--- src/rtl/hr_pkg.sv ---
// Shared constants for the heart-rate sequencer: default parameters,
// FSM state encodings and the BPM saturation helper.
package hr_pkg;

  localparam int HR_WINDOW_SAMPLES_DEF    = 1500;
  localparam int HR_BPM_SCALE_DEF         = 4;
  localparam int HR_REFRACTORY_DEF        = 30;
  localparam int HR_FILTER_TIMEOUT_DEF    = 64;

  typedef logic [2:0] hr_state_t;

  localparam hr_state_t ST_IDLE        = 3'd0;
  localparam hr_state_t ST_WAIT_SAMPLE = 3'd1;
  localparam hr_state_t ST_FILTER      = 3'd2;
  localparam hr_state_t ST_DETECT      = 3'd3;
  localparam hr_state_t ST_DECIDE      = 3'd4;
  localparam hr_state_t ST_WINDOW_END  = 3'd5;

  // Clamp a 16-bit beats x scale product to the 8-bit BPM range.
  function automatic logic [7:0] bpm_sat(input logic [15:0] prod);
    return (prod > 16'd255) ? 8'hFF : prod[7:0];
  endfunction

endpackage

--- src/rtl/hr_beat_counter.sv ---
// Beat counter with saturation at 255 and a refractory down-counter that
// blocks re-counting a peak for REFRACTORY_SAMPLES decisions.
module hr_beat_counter
  import hr_pkg::*;
#(
  parameter int REFRACTORY_SAMPLES = HR_REFRACTORY_DEF
) (
  input  logic       clk,
  input  logic       reset,
  input  logic       clear,
  input  logic       decide,
  input  logic       peak,
  output logic [7:0] beat_cnt
);

  localparam int RW = (REFRACTORY_SAMPLES > 0) ? $clog2(REFRACTORY_SAMPLES + 1) : 1;

  logic [7:0]    beat_cnt_q, beat_cnt_d;
  logic [RW-1:0] refr_q, refr_d;

  // Next-state: clear wins; otherwise a decision either counts a beat and
  // arms the refractory timer, or lets the timer run down by one sample.
  always_comb begin
    beat_cnt_d = beat_cnt_q;
    refr_d     = refr_q;
    if (clear) begin
      beat_cnt_d = '0;
      refr_d     = '0;
    end else if (decide) begin
      if (peak && (refr_q == '0)) begin
        if (beat_cnt_q != 8'hFF) beat_cnt_d = beat_cnt_q + 8'd1;
        refr_d = RW'(REFRACTORY_SAMPLES);
      end else if (refr_q != '0) begin
        refr_d = refr_q - RW'(1);
      end
    end
  end

  // Counter registers.
  always_ff @(posedge clk or posedge reset) begin
    if (reset) begin
      beat_cnt_q <= '0;
      refr_q     <= '0;
    end else begin
      beat_cnt_q <= beat_cnt_d;
      refr_q     <= refr_d;
    end
  end

  assign beat_cnt = beat_cnt_q;

endmodule

--- src/rtl/hr_sequencer.sv ---
// Heart-rate measurement sequencer: pushes each SPI sample through the
// external FIR filter and peak detector, counts beats over a fixed window
// and publishes BPM at the end of every window.
//
// state        | meaning
// -------------+--------------------------------------------------
// IDLE         | disabled; counters and sticky flags cleared on exit
// WAIT_SAMPLE  | waiting for the next sample_valid
// FILTER       | flt_start issued, waiting for flt_done or timeout
// DETECT       | pk_valid issued to the peak detector
// DECIDE       | peak_found sampled, beat/refractory and sample count
// WINDOW_END   | publish bpm, restart the window
module hr_sequencer
  import hr_pkg::*;
#(
  parameter int WINDOW_SAMPLES     = HR_WINDOW_SAMPLES_DEF,
  parameter int BPM_SCALE          = HR_BPM_SCALE_DEF,
  parameter int REFRACTORY_SAMPLES = HR_REFRACTORY_DEF,
  parameter int FILTER_TIMEOUT     = HR_FILTER_TIMEOUT_DEF
) (
  input  logic       clk,
  input  logic       reset,
  input  logic       enable,
  input  logic       sample_valid,
  input  logic [9:0] sample,
  output logic       flt_start,
  output logic [9:0] flt_sample,
  input  logic       flt_done,
  input  logic [9:0] flt_result,
  output logic       pk_valid,
  output logic [9:0] pk_sample,
  input  logic       peak_found,
  output logic [7:0] bpm,
  output logic       bpm_valid,
  output logic       overrun,
  output logic       flt_err,
  output logic       busy
);

  localparam int CW = $clog2(WINDOW_SAMPLES + 1);
  localparam int TW = (FILTER_TIMEOUT > 1) ? $clog2(FILTER_TIMEOUT + 1) : 1;

  hr_state_t   state_q, state_d;
  logic [CW-1:0] sample_cnt_q, sample_cnt_d, sample_cnt_inc;
  logic [TW-1:0] tmr_q, tmr_d;
  logic        drop_q, drop_d;
  logic        flt_start_q, flt_start_d;
  logic [9:0]  flt_sample_q, flt_sample_d;
  logic        pk_valid_q, pk_valid_d;
  logic [9:0]  pk_sample_q, pk_sample_d;
  logic [7:0]  bpm_q, bpm_d;
  logic        bpm_valid_q, bpm_valid_d;
  logic        overrun_q, overrun_d;
  logic        flt_err_q, flt_err_d;

  logic        bc_clear, bc_decide, bc_peak;
  logic [7:0]  beat_cnt;
  logic [15:0] bpm_prod;

  hr_beat_counter #(
    .REFRACTORY_SAMPLES (REFRACTORY_SAMPLES)
  ) u_beat_counter (
    .clk      (clk),
    .reset    (reset),
    .clear    (bc_clear),
    .decide   (bc_decide),
    .peak     (bc_peak),
    .beat_cnt (beat_cnt)
  );

  assign bpm_prod = {8'd0, beat_cnt} * 16'(BPM_SCALE);

  // FSM next-state and datapath; dropping enable overrides everything and
  // leaves bpm and the sticky flags untouched until the next enable.
  always_comb begin
    state_d        = state_q;
    sample_cnt_d   = sample_cnt_q;
    sample_cnt_inc = sample_cnt_q + CW'(1);
    tmr_d          = tmr_q;
    drop_d         = drop_q;
    flt_start_d    = 1'b0;
    flt_sample_d   = flt_sample_q;
    pk_valid_d     = 1'b0;
    pk_sample_d    = pk_sample_q;
    bpm_d          = bpm_q;
    bpm_valid_d    = 1'b0;
    overrun_d      = overrun_q;
    flt_err_d      = flt_err_q;
    bc_clear       = 1'b0;
    bc_decide      = 1'b0;
    bc_peak        = 1'b0;

    if (!enable) begin
      state_d = ST_IDLE;
    end else begin
      if (sample_valid && (state_q != ST_IDLE) && (state_q != ST_WAIT_SAMPLE))
        overrun_d = 1'b1;

      case (state_q)
        ST_IDLE: begin
          state_d      = ST_WAIT_SAMPLE;
          sample_cnt_d = '0;
          drop_d       = 1'b0;
          overrun_d    = 1'b0;
          flt_err_d    = 1'b0;
          bc_clear     = 1'b1;
        end
        ST_WAIT_SAMPLE: begin
          if (sample_valid) begin
            flt_sample_d = sample;
            flt_start_d  = 1'b1;
            tmr_d        = TW'(FILTER_TIMEOUT - 1);
            drop_d       = 1'b0;
            state_d      = ST_FILTER;
          end
        end
        ST_FILTER: begin
          if (flt_done) begin
            pk_sample_d = flt_result;
            pk_valid_d  = 1'b1;
            state_d     = ST_DETECT;
          end else if (tmr_q == '0) begin
            flt_err_d = 1'b1;
            drop_d    = 1'b1;
            state_d   = ST_DECIDE;
          end else begin
            tmr_d = tmr_q - TW'(1);
          end
        end
        ST_DETECT: begin
          state_d = ST_DECIDE;
        end
        ST_DECIDE: begin
          bc_decide    = 1'b1;
          bc_peak      = peak_found & ~drop_q;
          sample_cnt_d = sample_cnt_inc;
          state_d      = (sample_cnt_inc == CW'(WINDOW_SAMPLES)) ? ST_WINDOW_END
                                                                 : ST_WAIT_SAMPLE;
        end
        ST_WINDOW_END: begin
          bpm_d        = bpm_sat(bpm_prod);
          bpm_valid_d  = 1'b1;
          sample_cnt_d = '0;
          bc_clear     = 1'b1;
          state_d      = ST_WAIT_SAMPLE;
        end
        default: state_d = ST_IDLE;
      endcase
    end
  end

  // State and datapath registers.
  always_ff @(posedge clk or posedge reset) begin
    if (reset) begin
      state_q      <= ST_IDLE;
      sample_cnt_q <= '0;
      tmr_q        <= '0;
      drop_q       <= 1'b0;
      flt_start_q  <= 1'b0;
      flt_sample_q <= '0;
      pk_valid_q   <= 1'b0;
      pk_sample_q  <= '0;
      bpm_q        <= '0;
      bpm_valid_q  <= 1'b0;
      overrun_q    <= 1'b0;
      flt_err_q    <= 1'b0;
    end else begin
      state_q      <= state_d;
      sample_cnt_q <= sample_cnt_d;
      tmr_q        <= tmr_d;
      drop_q       <= drop_d;
      flt_start_q  <= flt_start_d;
      flt_sample_q <= flt_sample_d;
      pk_valid_q   <= pk_valid_d;
      pk_sample_q  <= pk_sample_d;
      bpm_q        <= bpm_d;
      bpm_valid_q  <= bpm_valid_d;
      overrun_q    <= overrun_d;
      flt_err_q    <= flt_err_d;
    end
  end

  assign flt_start  = flt_start_q;
  assign flt_sample = flt_sample_q;
  assign pk_valid   = pk_valid_q;
  assign pk_sample  = pk_sample_q;
  assign bpm        = bpm_q;
  assign bpm_valid  = bpm_valid_q;
  assign overrun    = overrun_q;
  assign flt_err    = flt_err_q;
  assign busy       = (state_q != ST_IDLE);

endmodule

--- config.mk ---
export PLATFORM = sky130hd
export DESIGN_NAME = hr_sequencer
export DESIGN_NICKNAME = d
export VERILOG_FILES = /design/src/rtl/hr_pkg.sv /design/src/rtl/hr_beat_counter.sv /design/src/rtl/hr_sequencer.sv
export SDC_FILE = /design/constraint.sdc
export NUM_CORES = 1
export LEC_CHECK = 0
export BUFFER_PORTS_ARGS = -buffer_cell sky130_fd_sc_hd__buf_2
export CORE_MARGIN = 8
export CORE_UTILIZATION = 40
export CTS_BUF_LIST = sky130_fd_sc_hd__clkbuf_4 sky130_fd_sc_hd__clkbuf_8
export DETAILED_ROUTE_END_ITERATION = 7
export GPL_ROUTABILITY_DRIVEN = 0
export MAX_ROUTING_LAYER = met4
export PLACE_DENSITY = 0.72
export SYNTH_ARGS = -nofsm -noshare
export SYNTH_HDL_FRONTEND = slang
export SYNTH_SLANG_ARGS = --single-unit
--- constraint.sdc ---
create_clock -name clk -period 2.1 [get_ports clk]
set_input_delay 0.42 -clock clk [delete_from_list [all_inputs] [get_ports clk]]
set_output_delay 0.42 -clock clk [all_outputs]
set_load 0.01 [all_outputs]
After elaboration in Yosys (flattened, before gate mapping):

Index checks and enable logic that the tools add are counted.

* register bits after elaboration: 68
* input bits: 26
* output and inout bits: 34
* word-level logic and storage cells: 105

* $add $sub $neg: 4
* magnitude comparators: 1
* equal/unequal tests: 14
* mux-type cells: 41
* bitwise logic cells: 2
* reductions and logical operators: 29

Operators with widths (number)
* two-way mux 8 bit: 5
* case mux 11 bit (2 select lines): 1
* two-way mux 7 bit: 3
* two-way mux 5 bit: 4
* two-way mux 1 bit: 19
* two-way mux 3 bit: 5
* case mux 3 bit (5 select lines): 1
* case mux 7 bit (2 select lines): 1
* nonzero test 2 bit: 7
* adder 11 x 1 -> 11 bit (second input constant): 1
* equality test 11 bit (second input constant): 1
* greater-than comparator 10 x 8 -> 1 bit (second input constant): 1
* AND reduction 2 bit: 5
* AND reduction 5 bit: 2
* AND reduction 3 bit: 3
* nonzero test 3 bit: 3
* adder 8 x 1 -> 8 bit (second input constant): 1
* inequality test 2 bit (second input constant): 4
* inequality test 8 bit (second input constant): 1
* logical NOT 7 bit: 1
* subtractor 7 x 1 -> 7 bit (second input constant): 1
* equality test 3 x 2 -> 1 bit (second input constant): 2
* equality test 3 bit (second input constant): 2
* logical NOT 5 bit: 1
* other kinds (14): 16

Depth between registers and ports, before layout:

* depth in word-level cells: 8
* mapped depth: 8
* gate-level depth less buffers: 7

Cells and area by module:

From an unflattened synthesis, not the netlist that was laid out.

* cell total of the unflattened synthesis: 356
* area total of the unflattened synthesis: 3370.7 um2

By module, submodules not included
* hr_sequencer: instances 1, cells each 283, area an instance 2652.5 um2
* hr_beat_counter: instances 1, cells each 73, area an instance 718.2 um2

Least setup slack after synthesis:

No wires, ideal clock.

* path kind: register to register
* start point: reg u_beat_counter.refr_q[0]
* end point: reg u_beat_counter.beat_cnt_q[2], in the netlist u_beat_counter.beat_cnt[2]
* setup time: 0.078 ns
* data arrival time: 1.650 ns
* data required time: 2.022 ns
* setup slack: 0.371 ns
* stages on the path, launching flop included: 8
* path buffers: 1
* clock period less this slack: 1.729 ns
* cells stage by stage: dfrtp_1 inv_1 ha_1 nor4b_2 o2111ai_1 buf_2 or3_1 a21oi_1

* longest elaborated chain between the ends: 4

Ends and longest elaborated chain
* start, declared: line hr_beat_counter.sv:19 `logic [RW-1:0] refr_q, refr_d;`
* start signal, assigned: line hr_beat_counter.sv:46 `refr_q <= refr_d;`
* logical NOT 5 bit: line hr_beat_counter.sv:30 `if (peak && (refr_q == '0)) begin`
* logical AND 1 bit: line hr_beat_counter.sv:30
* nonzero test 2 bit (no line)
* AND reduction 3 bit (no line)
* end signal, assigned: line hr_beat_counter.sv:45 `beat_cnt_q <= beat_cnt_d;`
* end, declared: line hr_beat_counter.sv:18 `logic [7:0] beat_cnt_q, beat_cnt_d;`

Every way passes these cells.
A chain may end at the register's enable or synchronous reset.

Worst setup path after layout:

* start point: reg u_beat_counter.refr_q[0]
* end point: reg u_beat_counter.beat_cnt_q[4], in the netlist u_beat_counter.beat_cnt[4]

Same word-level chain as after synthesis.

==> impl_metrics.tcl <==
set metrics [dict create \
    final_antenna_net_count 0 \
    async_flop_share_pct 100 \
    cts_resized 0 \
    multi_input_comb_area_sq_um 1540 \
    final_hold_viol_count 0 \
    synthXorXnorAreaFrac_pct 2.62 \
    grt_overflow_total 0 \
    finalNonFillerCells 547 \
    synthAdderAreaFrac_pct 2.24 \
    fin_crit_ns 1.89 \
    drc 0 \
    routedWlPerCell_um 13.7 \
    postCtsHoldBufs 0 \
    yosysWarnings 0 \
    crit_path_start_kind "register" \
    die_w_um 107 \
    syn_area_sq_um 3350 \
    p_int_w 0.00239 \
    power.switching_w 0.000834 \
    period_share_pct 90.1 \
    numPortBuffers 59 \
    switching_share_pct 25.9 \
    yosys-top-cells-count "89 x nand2_1, 67 x dfrtp_1, 31 x o21ai_0" \
    grt_pass1_vias 2820 \
    hold_path.class "in2async" \
    synthTopCellsByArea "dfrtp_1 50%, nand2_1 10%, o21ai_0 4.6%" \
    rsz0062_at_grt "false" \
    crit_required_ns 2.38 \
    fin_total_pwr_w 0.00322 \
    synth_edf_count 0 \
    max_slew_margin_pct 75.0 \
    drt-initial-drc-count 163 \
    status "finished, final reports clean" \
    antenna_cells 0 \
    rr_endpoint "u_beat_counter.beat_cnt[4]" \
    worstPathMaxFanout 12 \
    setup_viol 0 \
    area_growth_pct 20.8 \
    cts_setup_buffers 0 \
    htreeDepth 3 \
    io_pins 60 \
    clock_sink_count 67 \
    r2r_slack_ns 0.21 \
    p_per_area_nw_per_um2 796 \
    cp-end-kind "register" \
    p_leak_nw 1.95 \
    grt_usage_pct 14.2 \
    cts_inserted_buffers 9 \
    fin_util_pct 49.5 \
    syn_area_per_cell_sq_um 8.98 \
    synth_flop_cell "dfrtp_1" \
    fmaxAchievable_mhz 528 \
    num_vias 2822 \
    fillerInstances 771 \
    finClkSkew_ns 0.00791 \
    cts-root-buf "clkbuf_8" \
    grt_pass1_wl_um 13000 \
    syn-num-nets 405 \
    synth-compound-area-share_pct 12.7 \
    synth_simple_gate_area_share_pct 27.7 \
    timing.rr.start "u_beat_counter.refr_q[0]" \
    slew_violations 0 \
    crit_end "u_beat_counter.beat_cnt[4]" \
    insertion_delay_ns 0.36 \
    grt_max_degree 68 \
    synthMostInstantiatedCell "nand2_1" \
    reg2reg_depth 7 \
    yosysSeqAreaShare_pct 50.1 \
    die_area_sq_um 11600 \
    critPathKind "reg2reg" \
    start_util_pct 41.0 \
    p_clk_share_pct 40.7 \
    worst_slew_pin_slew_ns 0.372 \
    power_frac_comb_pct 13.4 \
    place_hpwl_um 5250 \
    setup_tns_ns 0 \
    final_nets 469 \
    synth.distinct_cells 52 \
    die_h_um 107 \
    hold_ws_ns 0.140 \
    synthCells 373 \
    routed_via_density 5.16 \
    clk_pin_slew_ns 0.07 \
    startpoint "u_beat_counter.refr_q[0]" \
    seqCellArea_sq_um 1680 \
    synth_mux_area_share_pct 0.635 \
    pwr-share-seq_pct 45.9 \
    row_count 33 \
    antenna_found_initial 0 \
    maxCapViolations 0 \
    drt-total-wl_um 7500 \
    yosys_register_bits 67 \
    dp_cells 531 \
    synth_top_family_by_area "simple AND/OR/NAND/NOR gates" \
    critPathArrivalTime_ns 2.17 \
    synth_top_area_share_pct 50.1 \
    peakVddDrop_mv 0.562 \
    cts_buffer_depth 2 \
    cts_tree "done" \
    first_pass_iters 4 \
    core_sq_um 8180 \
    post-synth-top-area-cell "dfrtp_1" \
    drive_above_1_share_pct 23.8 \
]
## cell type report
cell class,instances,area share (%)
clock buffers,10,3.25
flip-flops and latches,67,41.5
inverters,14,1.39
clock inverters,6,2.82
well taps,105,3.25
multi-input cells,274,38.0
repair buffers,71,9.84
## state kept, by name (all words and copies together), names as in the netlist
| name | flops |
|---|---|
| bpm | 7 |
| flt_start | 1 |
| overrun | 1 |
| drop_q | 1 |
| sample_cnt_q | 11 |
| bpm_valid | 1 |
| pk_valid | 1 |
| pk_sample | 10 |
| flt_err | 1 |
| u_beat_counter.beat_cnt | 8 |
| u_beat_counter.refr_q | 5 |
| state_q | 3 |
| tmr_q | 7 |
| flt_sample | 10 |
## metal layers
metal  share of wire, %  vias up  GRT usage [%]
li1                   -     1399              -
met1                 46     1333           17.1
met2                 47       80           21.3
met3                5.6       10           4.97
met4                1.0        0           5.55
met5                  0        -              -
## critical path, stage by stage, from the launching register on
cell	delay [ns]
dfrtp_1	0.40
inv_1	0.08
ha_1	0.21
nor4b_2	0.29
o2111ai_1	0.16
buf_4	0.20
or3_1	0.34
a21oi_1	0.14
## how the worst min path moves through the flow
| stage | start | end | slack [ns] | cells after the start |
|---|---|---|---|---|
| after floorplan | drop_q | drop_q | 0.47 | 1 |
| after global placement | flt_sample[4] | flt_sample[4] | 0.45 | 2 |
| after detailed placement | flt_sample[6] | flt_sample[6] | 0.46 | 2 |
| after CTS | reset | pk_valid | 0.16 | 3 |
| after global routing | reset | pk_valid | 0.16 | 3 |
| final | reset | pk_valid | 0.14 | 3 |
## power groups by stage
stage	combinational, W	clock, W	sequential, W
finish	0.000432	0.00131	0.00148
CTS	0.000444	0.00134	0.00148
global route	0.000488	0.00140	0.00149
detailed placement	0.000446	0	0.00149
floorplan	0.000189	0	0.00154
global placement	0.000432	0	0.00149
## kinds of logic after synthesis
kind of cell               count (synthesis)
AOI/OAI and AO/OA                         73
xor gates and xnor gates                  10
adders and majority gates                  6
buffers and inverters                     32
DFF                                       67
muxes                                      2
and+or+nand+nor                          183
## per-stage QoR
stage                     setup WS, ns  instance area [sq um]
after floorplan                  0.371                   3350
after global placement           0.258                   3800
after detailed placement         0.203                   3800
after CTS                        0.206                   4040
after global routing            0.0405                   4040
final                            0.208                   4040
## cell usage in the layout (no fill, tap or decap), types with 2 or more instances in the layout
cell,netlist,layout
nand4b_1,3,3
nor2b_1,3,3
xor2_1,5,5
a31oi_1,4,4
nor3_1,6,6
buf_2,6,59
a311oi_1,2,2
or2_2,2,2
ha_1,6,6
bufinv_16,0,3
clkinvlp_4,0,3
and3_1,2,2
nand2b_1,6,6
clkbuf_8,0,9
dfrtp_1,67,67
nand2_1,89,89
a21oi_1,18,18
xnor2_1,5,5
buf_4,2,11
and4_1,2,2
o22ai_1,2,2
o21ai_1,2,2
or3_1,3,3
nor3_2,3,3
nor2_1,26,26
nand3_1,14,14
and2b_2,2,2
nand3b_1,5,5
o21ai_0,31,31
o2111ai_1,3,3
a211oi_1,3,3
inv_1,14,13
nand4_1,7,7
(Power assumes the default switching activity.)
